$ cat src/rtl/loader_pkg.sv
// Shared definitions for the byte-stream program loader: command codes and FSM states.
package loader_pkg;

   localparam logic [7:0] CMD_IM = 8'h01;
   localparam logic [7:0] CMD_RB = 8'h02;

   typedef enum logic [2:0] {
      S_IDLE,
      S_ADDR,
      S_COUNT,
      S_DATA,
      S_WRITE,
      S_FIN
   } state_t;

endpackage

$ cat src/rtl/prog_loader.sv
// Framed byte-stream loader: assembles big-endian words and writes them into the
// instruction memory or the register bank while holding the CPU in reset.
module prog_loader
   import loader_pkg::*;
#(
   parameter int IM_AW = 8,
   parameter int RB_AW = 5
) (
   input  logic             clk_CPU,
   input  logic             rst,
   input  logic [7:0]       rx_data,
   input  logic             rx_valid,
   output logic             rx_ready,
   output logic             im_we,
   output logic [IM_AW-1:0] im_addr,
   output logic [31:0]      im_wdata,
   output logic             rb_we,
   output logic [RB_AW-1:0] rb_addr,
   output logic [31:0]      rb_wdata,
   output logic             cpu_rst,
   output logic             busy,
   output logic             done,
   output logic             err
);

   // One address counter serves both targets; it is masked to the selected width.
   localparam int CW = (IM_AW > RB_AW) ? IM_AW : RB_AW;
   localparam logic [CW-1:0] IM_MASK = CW'((64'd1 << IM_AW) - 64'd1);
   localparam logic [CW-1:0] RB_MASK = CW'((64'd1 << RB_AW) - 64'd1);

   state_t           state_reg, state_next;
   logic             sel_rb_reg, sel_rb_next;
   logic [CW-1:0]    addr_reg, addr_next;
   logic [8:0]       cnt_reg, cnt_next;
   logic [23:0]      word_reg, word_next;
   logic [1:0]       byte_cnt_reg, byte_cnt_next;
   logic             rx_ready_reg, rx_ready_next;
   logic             im_we_reg, im_we_next;
   logic [IM_AW-1:0] im_addr_reg, im_addr_next;
   logic [31:0]      im_wdata_reg, im_wdata_next;
   logic             rb_we_reg, rb_we_next;
   logic [RB_AW-1:0] rb_addr_reg, rb_addr_next;
   logic [31:0]      rb_wdata_reg, rb_wdata_next;
   logic             cpu_rst_reg, cpu_rst_next;
   logic             busy_reg, busy_next;
   logic             done_reg, done_next;
   logic             err_reg, err_next;

   logic             accept;
   logic [CW-1:0]    addr_mask;
   logic [8:0]       cnt_dec;
   logic [31:0]      full_word;

   assign accept    = rx_valid && rx_ready_reg;
   assign addr_mask = sel_rb_reg ? RB_MASK : IM_MASK;
   assign cnt_dec   = cnt_reg - 9'd1;
   assign full_word = {word_reg, rx_data};

   always_comb begin
      state_next    = state_reg;
      sel_rb_next   = sel_rb_reg;
      addr_next     = addr_reg;
      cnt_next      = cnt_reg;
      word_next     = word_reg;
      byte_cnt_next = byte_cnt_reg;
      im_we_next    = 1'b0;
      im_addr_next  = im_addr_reg;
      im_wdata_next = im_wdata_reg;
      rb_we_next    = 1'b0;
      rb_addr_next  = rb_addr_reg;
      rb_wdata_next = rb_wdata_reg;
      cpu_rst_next  = cpu_rst_reg;
      busy_next     = busy_reg;
      done_next     = 1'b0;
      err_next      = err_reg;

      case (state_reg)
         S_IDLE: begin
            if (accept) begin
               if (rx_data == CMD_IM || rx_data == CMD_RB) begin
                  sel_rb_next  = (rx_data == CMD_RB);
                  err_next     = 1'b0;
                  busy_next    = 1'b1;
                  cpu_rst_next = 1'b1;
                  state_next   = S_ADDR;
               end else begin
                  err_next = 1'b1;
               end
            end
         end
         S_ADDR: begin
            if (accept) begin
               addr_next  = CW'(rx_data) & addr_mask;
               state_next = S_COUNT;
            end
         end
         S_COUNT: begin
            if (accept) begin
               cnt_next      = (rx_data == 8'd0) ? 9'd256 : {1'b0, rx_data};
               byte_cnt_next = 2'd0;
               state_next    = S_DATA;
            end
         end
         S_DATA: begin
            if (accept) begin
               word_next     = full_word[23:0];
               byte_cnt_next = byte_cnt_reg + 2'd1;
               if (byte_cnt_reg == 2'd3) begin
                  state_next = S_WRITE;
                  if (sel_rb_reg) begin
                     rb_we_next    = 1'b1;
                     rb_addr_next  = addr_reg[RB_AW-1:0];
                     rb_wdata_next = full_word;
                  end else begin
                     im_we_next    = 1'b1;
                     im_addr_next  = addr_reg[IM_AW-1:0];
                     im_wdata_next = full_word;
                  end
               end
            end
         end
         S_WRITE: begin
            addr_next = (addr_reg + CW'(1)) & addr_mask;
            cnt_next  = cnt_dec;
            // Stepping past the top only counts as a wrap if another word follows.
            if (addr_reg == addr_mask && cnt_dec != 9'd0) begin
               err_next = 1'b1;
            end
            if (cnt_dec == 9'd0) begin
               done_next    = 1'b1;
               busy_next    = 1'b0;
               cpu_rst_next = 1'b0;
               state_next   = S_FIN;
            end else begin
               state_next = S_DATA;
            end
         end
         S_FIN: begin
            state_next = S_IDLE;
         end
         default: begin
            state_next = S_IDLE;
         end
      endcase

      rx_ready_next = (state_next == S_IDLE) || (state_next == S_ADDR) ||
                      (state_next == S_COUNT) || (state_next == S_DATA);
   end

   always_ff @(posedge clk_CPU) begin
      if (rst) begin
         state_reg    <= S_IDLE;
         sel_rb_reg   <= 1'b0;
         addr_reg     <= '0;
         cnt_reg      <= '0;
         word_reg     <= '0;
         byte_cnt_reg <= '0;
         rx_ready_reg <= 1'b0;
         im_we_reg    <= 1'b0;
         im_addr_reg  <= '0;
         im_wdata_reg <= '0;
         rb_we_reg    <= 1'b0;
         rb_addr_reg  <= '0;
         rb_wdata_reg <= '0;
         cpu_rst_reg  <= 1'b1;
         busy_reg     <= 1'b0;
         done_reg     <= 1'b0;
         err_reg      <= 1'b0;
      end else begin
         state_reg    <= state_next;
         sel_rb_reg   <= sel_rb_next;
         addr_reg     <= addr_next;
         cnt_reg      <= cnt_next;
         word_reg     <= word_next;
         byte_cnt_reg <= byte_cnt_next;
         rx_ready_reg <= rx_ready_next;
         im_we_reg    <= im_we_next;
         im_addr_reg  <= im_addr_next;
         im_wdata_reg <= im_wdata_next;
         rb_we_reg    <= rb_we_next;
         rb_addr_reg  <= rb_addr_next;
         rb_wdata_reg <= rb_wdata_next;
         cpu_rst_reg  <= cpu_rst_next;
         busy_reg     <= busy_next;
         done_reg     <= done_next;
         err_reg      <= err_next;
      end
   end

   assign rx_ready = rx_ready_reg;
   assign im_we    = im_we_reg;
   assign im_addr  = im_addr_reg;
   assign im_wdata = im_wdata_reg;
   assign rb_we    = rb_we_reg;
   assign rb_addr  = rb_addr_reg;
   assign rb_wdata = rb_wdata_reg;
   assign cpu_rst  = cpu_rst_reg;
   assign busy     = busy_reg;
   assign done     = done_reg;
   assign err      = err_reg;

endmodule

$ cat config.mk
export PLATFORM = sky130hd
export DESIGN_NAME = prog_loader
export DESIGN_NICKNAME = d
export VERILOG_FILES = /design/src/rtl/loader_pkg.sv /design/src/rtl/prog_loader.sv
export SDC_FILE = /design/constraint.sdc
export NUM_CORES = 1
export LEC_CHECK = 0
export ABC_AREA = 1
export BUFFER_PORTS_ARGS = -buffer_cell sky130_fd_sc_hd__buf_2
export CAP_MARGIN = 25
export CELL_PAD_IN_SITES_DETAIL_PLACEMENT = 0
export CELL_PAD_IN_SITES_GLOBAL_PLACEMENT = 1
export CORE_MARGIN = 5
export CORE_UTILIZATION = 43
export DETAILED_ROUTE_END_ITERATION = 10
export HOLD_SLACK_MARGIN = 0.12
export PLACE_DENSITY_LB_ADDON = 0.1
export SLEW_MARGIN = 20
export SYNTH_ARGS = -nofsm -noshare
export SYNTH_HDL_FRONTEND = slang
export SYNTH_SLANG_ARGS = --single-unit
$ cat constraint.sdc
create_clock -name clk_CPU -period 4.8 [get_ports clk_CPU]
set_clock_uncertainty 0.05 [all_clocks]
set_input_delay 0.24 -clock clk_CPU [delete_from_list [all_inputs] [get_ports clk_CPU]]
set_output_delay 0.24 -clock clk_CPU [all_outputs]
set_load 0.02 [all_outputs]
* Yosys cells after proc, flatten, opt, wreduce, memory -nomap -nowiden *
Index checks and enable logic that the tools add are counted.
W data, S select, Z words.

operators by class
  add/subtract/negate cells = 3
  equal/unequal tests = 18
  mux-type cells = 28
  bitwise gates (word level) = 7
  reduce and logical (&&, ||, !) cells = 26

operators with widths
  operator               count
  $mux W3                7
  $mux W9                2
  $pmux W9 S2            1
  $and A8 B8 Y8          2
  $mux W8                2
  $pmux W8 S2            1
  $pmux W3 S5            1
  $ne A2 B2 Y1 const B   7
  $eq A3 B2 Y1 const B   4
  $reduce_and A4 Y1      3
  $logic_not A9 Y1       1
  $mux W1                9
  $reduce_and A3 Y1      3
  $reduce_bool A9 Y1     1
  $sub A9 B1 Y9 const B  1
  $add A8 B1 Y8 const B  1
  $eq A8 B1 Y1 const B   1
  $eq A8 B2 Y1 const B   1
  $eq A8 B8 Y1           1
  $logic_not A8 Y1       1
  $reduce_bool A2 Y1     4
  $eq A3 B1 Y1 const B   2
  $logic_not A3 Y1       2
  $reduce_and A2 Y1      3
  11 further kinds       21

word-level totals
  bits in registers = 131
  word-level logic and storage cells = 99

* Depth between registers and ports, before layout *
  depth in word-level cells = 9
  mapped depth = 13
  gate-level depth less buffers = 13

* Worst setup path after synthesis *
Ideal clock, no wire load.

  kind = register -> register
  from = register rx_ready_reg, in the netlist rx_ready
  to = register im_wdata_reg[16], in the netlist im_wdata[16]
  arrival = 1.496 ns
  data required time = 4.634 ns
  path slack = 3.138 ns
  cell stages (with the launch flop) = 9
  clock period less this slack = 1.662 ns
  path through = dfxtp_1 > nand2_1 > nor2_8 > nand2_4 > nor2_4 > inv_2 > buf_2 > nor2_1 > nor2_1

on the way
  longest elaborated chain between the ends = 2

RTL lines
  element                             RTL line            text
  start: declaration                  prog_loader.sv:37   logic rx_ready_reg, rx_ready_next;
  start signal: assignment            prog_loader.sv:176  rx_ready_reg <= rx_ready_next;
  $logic_and A1 B1 Y1                 prog_loader.sv:54   assign accept = rx_valid && rx_ready_reg;
  $reduce_and A4 Y1 (no source line)  n/a
  end signal: assignment              prog_loader.sv:179  im_wdata_reg <= im_wdata_next;
  end: declaration                    prog_loader.sv:40   logic [31:0] im_wdata_reg, im_wdata_next;

Every way passes these cells.
A chain may end at the register's enable or synchronous reset.

* Final worst setup path *
  from = register state_reg[1]
  to = register im_wdata_reg[11], in the netlist im_wdata[11]

on the way
  longest elaborated chain between the ends = 2

RTL lines
  element                             RTL line            text
  start: declaration                  prog_loader.sv:31   state_t state_reg, state_next;
  start signal: assignment            prog_loader.sv:170  state_reg <= state_next;
  $eq A3 B2 Y1                        prog_loader.sv:77   case (state_reg)
  $reduce_and A4 Y1 (no source line)  n/a

Every way passes these cells.

==> flow_metrics.py <==
metrics = {
    "setup_path": {
        "path_class": "flop to flop",
        "length_in_cells_of_the_worst_reg_to_reg_path": 9,
        "crit_chain": "nand2_1 > nor2_1 > inv_2 > nor2_8 > nand2_4 > nor2_4 > inv_2 > nor2_1 > nor2_1",
        "regToRegSetupSlack_ps": 2250,
        "worst_setup_path_start_kind": "flop",
        "critical_path_depth_in_cells": 9,
        "crit_buf_inv": 2,
        "arrival_time_worst_endpoint_ps": 2800,
        "setup.worst_path.start": "state_reg[1]",
        "endpoint": "im_wdata[11]",
        "r2r_end": "im_wdata[11]",
        "critPathRequiredTime_ps": 5050,
        "critical_path_peak_fanout": 36,
        "worst_path_dominant_cell_family": "simple AND/OR/NAND/NOR gates",
        "cp_slowest_stage_delay_ps": 520,
        "worst_path_most_repeated_cell": "nor2_1",
        "endpoint_kind": "flop",
        "worst_r2r_startpoint": "state_reg[1]",
        "critical-path-slowest-cell": "nor2_4",
    },
    "hold_path": {
        "hold_path_startpoint": "rx_data[3]",
        "min_path_type": "primary input to flop",
        "min_path_cells": 3,
    },
    "clock_network": {
        "clock_tree.root_cell": "clkbuf_16",
        "cts.sink_count": 131,
        "cts_setup_buffers": 0,
        "clk_path_buf_depth": 2,
        "cts_htree_levels": 4,
        "clk_latency_ps": 410,
        "cts_tree": "done",
        "cts_made_buffers": 17,
        "worst_setup_hold_path_clk_slew_ps": 60,
    },
    "pwr": {
        "power.density_cell_area_nw_per_um2": 379,
        "static-leakage-power_nw": 3.13,
        "vdd_drop_max_mv": 0.477,
    },
    "floorplanning": {
        "row_count": 39,
        "floorplan.die_area_um2": 14000,
        "chipWidth_um": 119,
        "die_height_um": 119,
        "floorplan.initialDensity": 0.441,
        "design.portCount": 95,
        "floorplan.core_area_um2": 11500,
    },
    "cells_and_area": {
        "layout_overhead_on_the_synthesized_area_pct": 22.3,
        "fin_nets": 768,
        "nFillCells": 1084,
        "drive_above_1_share": 0.174,
        "antenna_cells": 0,
    },
    "placement": {
        "gp_congestion": 0.812,
        "placed_wire_length_estimate_after_detailed_placement_um": 9230,
        "port_buffers": 94,
    },
    "synthesis": {
        "synth_common_cells": "nor2_1 (176), dfxtp_1 (131), o21ai_0 (73)",
        "synthesized_area_um2": 5060,
        "synth_flop_cell": "dfxtp_1",
        "netlist_instances": 666,
        "synth_seq_area_share": 0.518,
        "synth-edff-count": 0,
        "post-synth-top-count-cell": "nor2_1",
        "syn-num-nets": 681,
        "ys_top_cells_by_area": "dfxtp_1 (52%), nor2_1 (13%), o21ai_0 (7.2%)",
        "synth.lib_cells_used.distinct": 31,
        "synth.largest_area_cell": "dfxtp_1",
        "syn_area_per_cell_um2": 7.60,
        "synth-async-reset-ratio": 0,
        "synth-warning-count": 0,
        "seq_cells_post_synth": 131,
        "top_area_cell_type_share_of_the_netlist_area": 0.518,
    },
    "sta": {
        "timing.final.max_slew_violations": 0,
        "unrepaired_setup_endpoints_after_global_routing": "false",
        "slew_of_the_pin_with_the_lowest_slew_margin_ps": 750,
        "fin_setup_tns_ps": 0,
        "fmaxAchievable_mhz": 392,
        "final_period_minus_worst_setup_slack_ps": 2550,
        "minimum_hold_slack_ps": 141,
        "final.period_utilization": 0.532,
        "worst_case_headroom_to_the_max_slew_limit": 0.499,
        "endpoints_failing_hold": 0,
        "setup_violation_total_in_the_final_timing_report": 0,
    },
    "route": {
        "routedWlPerCell_um": 15.4,
        "antenna_left": 0,
        "drt_iter0_drc": 279,
        "dr_total_vias": 4572,
        "routed_wirelength_um": 13900,
        "route.detailed.vias_per_inst": 5.05,
        "dr.pass1.iters": 4,
        "drcViolationCount": 0,
    },
    "grt": {
        "pin_count_of_the_biggest_net_entering_global_routing": 64,
        "grt_first_pass_wirelength_um": 22800,
        "antenna_found_initial": 0,
        "grt_usage": 0.201,
        "first_global_vias": 4412,
        "global_route.overflow_total": 0,
    },
    "status": {
        "status": "completed",
    },
    "flow_run": {
        "drv.max_cap_violation_count": 0,
    },
}
[through the flow]
stage               utilization  setup slack [ps]  power [mW]  area [µm²]  instances
finish                    0.540              2250        2.35        6190        906
global route              0.540              1990        2.43        6190        906
CTS                       0.538              1760        2.37        6170        905
detailed placement        0.487              1770        1.16        5590        872
global placement          0.485              1790        1.16        5560        871
floorplan                     -              3140        1.14        5060        666
[timing repair]
item / CTS / global route
hold buffers: 4 / 0
gates resized for setup: 0 / 0
hold endpoints to repair: 5 / 0
[power breakdown]
part | switching, mW | total, mW | internal [mW]
registers | 0.000607 | 1.09 | 1.09
logic | 0.0344 | 0.0466 | 0.0123
clock network | 0.444 | 1.21 | 0.766
total | 0.479 | 2.35 | 1.87
[routing by layer]
layer  vias to the layer above  GRT usage  routed length, µm
li1                       2356          -                  -
met5                         -          0                  0
met4                         0     0.0602                128
met1                      2098      0.282               6980
met2                       106      0.302               6160
met3                        12     0.0573                678
[layout by cell type, fill, tap and decap left out, types with 2 or more instances in the layout]
| cell type | count |
|---|---|
| nor2_1 | 176 |
| dfxtp_1 | 131 |
| buf_2 | 94 |
| o21ai_0 | 73 |
| nand2_1 | 67 |
| a21oi_1 | 47 |
| o21ai_1 | 39 |
| inv_1 | 37 |
| clkbuf_16 | 17 |
| nand3_1 | 14 |
| a31oi_1 | 10 |
| inv_2 | 6 |
| clkbuf_1 | 5 |
| nand4_1 | 4 |
| nor3_1 | 4 |
| ha_1 | 4 |
| dlygate4sd3_1 | 4 |
| o22ai_1 | 3 |
| xor2_1 | 3 |
| o211ai_1 | 3 |
| clkinv_2 | 3 |
| nor2_4 | 2 |
| or2_0 | 2 |
| bufinv_16 | 2 |
| buf_4 | 2 |
[worst min-delay path by stage]
stage	to	slack [ps]
after floorplan	byte_cnt_reg[0]	270
after global placement	cpu_rst	380
after detailed placement	cpu_rst	400
after CTS	word_reg[3]	130
after global routing	word_reg[3]	160
final	word_reg[3]	140
[area by class of cell]
cell class | instances | area (µm²) | share of cell area
Tap cell | 143 | 179 | 0.0289
Sequential cell | 131 | 2620 | 0.424
Clock buffer | 23 | 458 | 0.0740
Inverter | 43 | 161 | 0.0261
Timing Repair Buffer | 102 | 573 | 0.0926
Clock inverter | 6 | 82.6 | 0.0133
Multi-Input combinational cell | 458 | 2110 | 0.341
[tightest hold or removal path: cells and delay by family]
| family | cells | cell delay, ps |
|---|---|---|
| buffers and inverters | 2 | 200 |
| AOI/OAI and AO/OA | 1 | 120 |
[cells by family (layout without fill, tap and decap cells)]
| kind of cell | Yosys count | after routing | share of synthesized area |
|---|---|---|---|
| AOI/OAI and AO/OA | 177 | 177 | 0.181 |
| xor gates and xnor gates | 4 | 4 | 0.00692 |
| adders and majority gates | 4 | 4 | 0.00989 |
| buffers and inverters | 77 | 174 | 0.0645 |
| DFF | 131 | 131 | 0.518 |
| and+or+nand+nor | 273 | 273 | 0.220 |
Power figures use the tool's default switching activity.
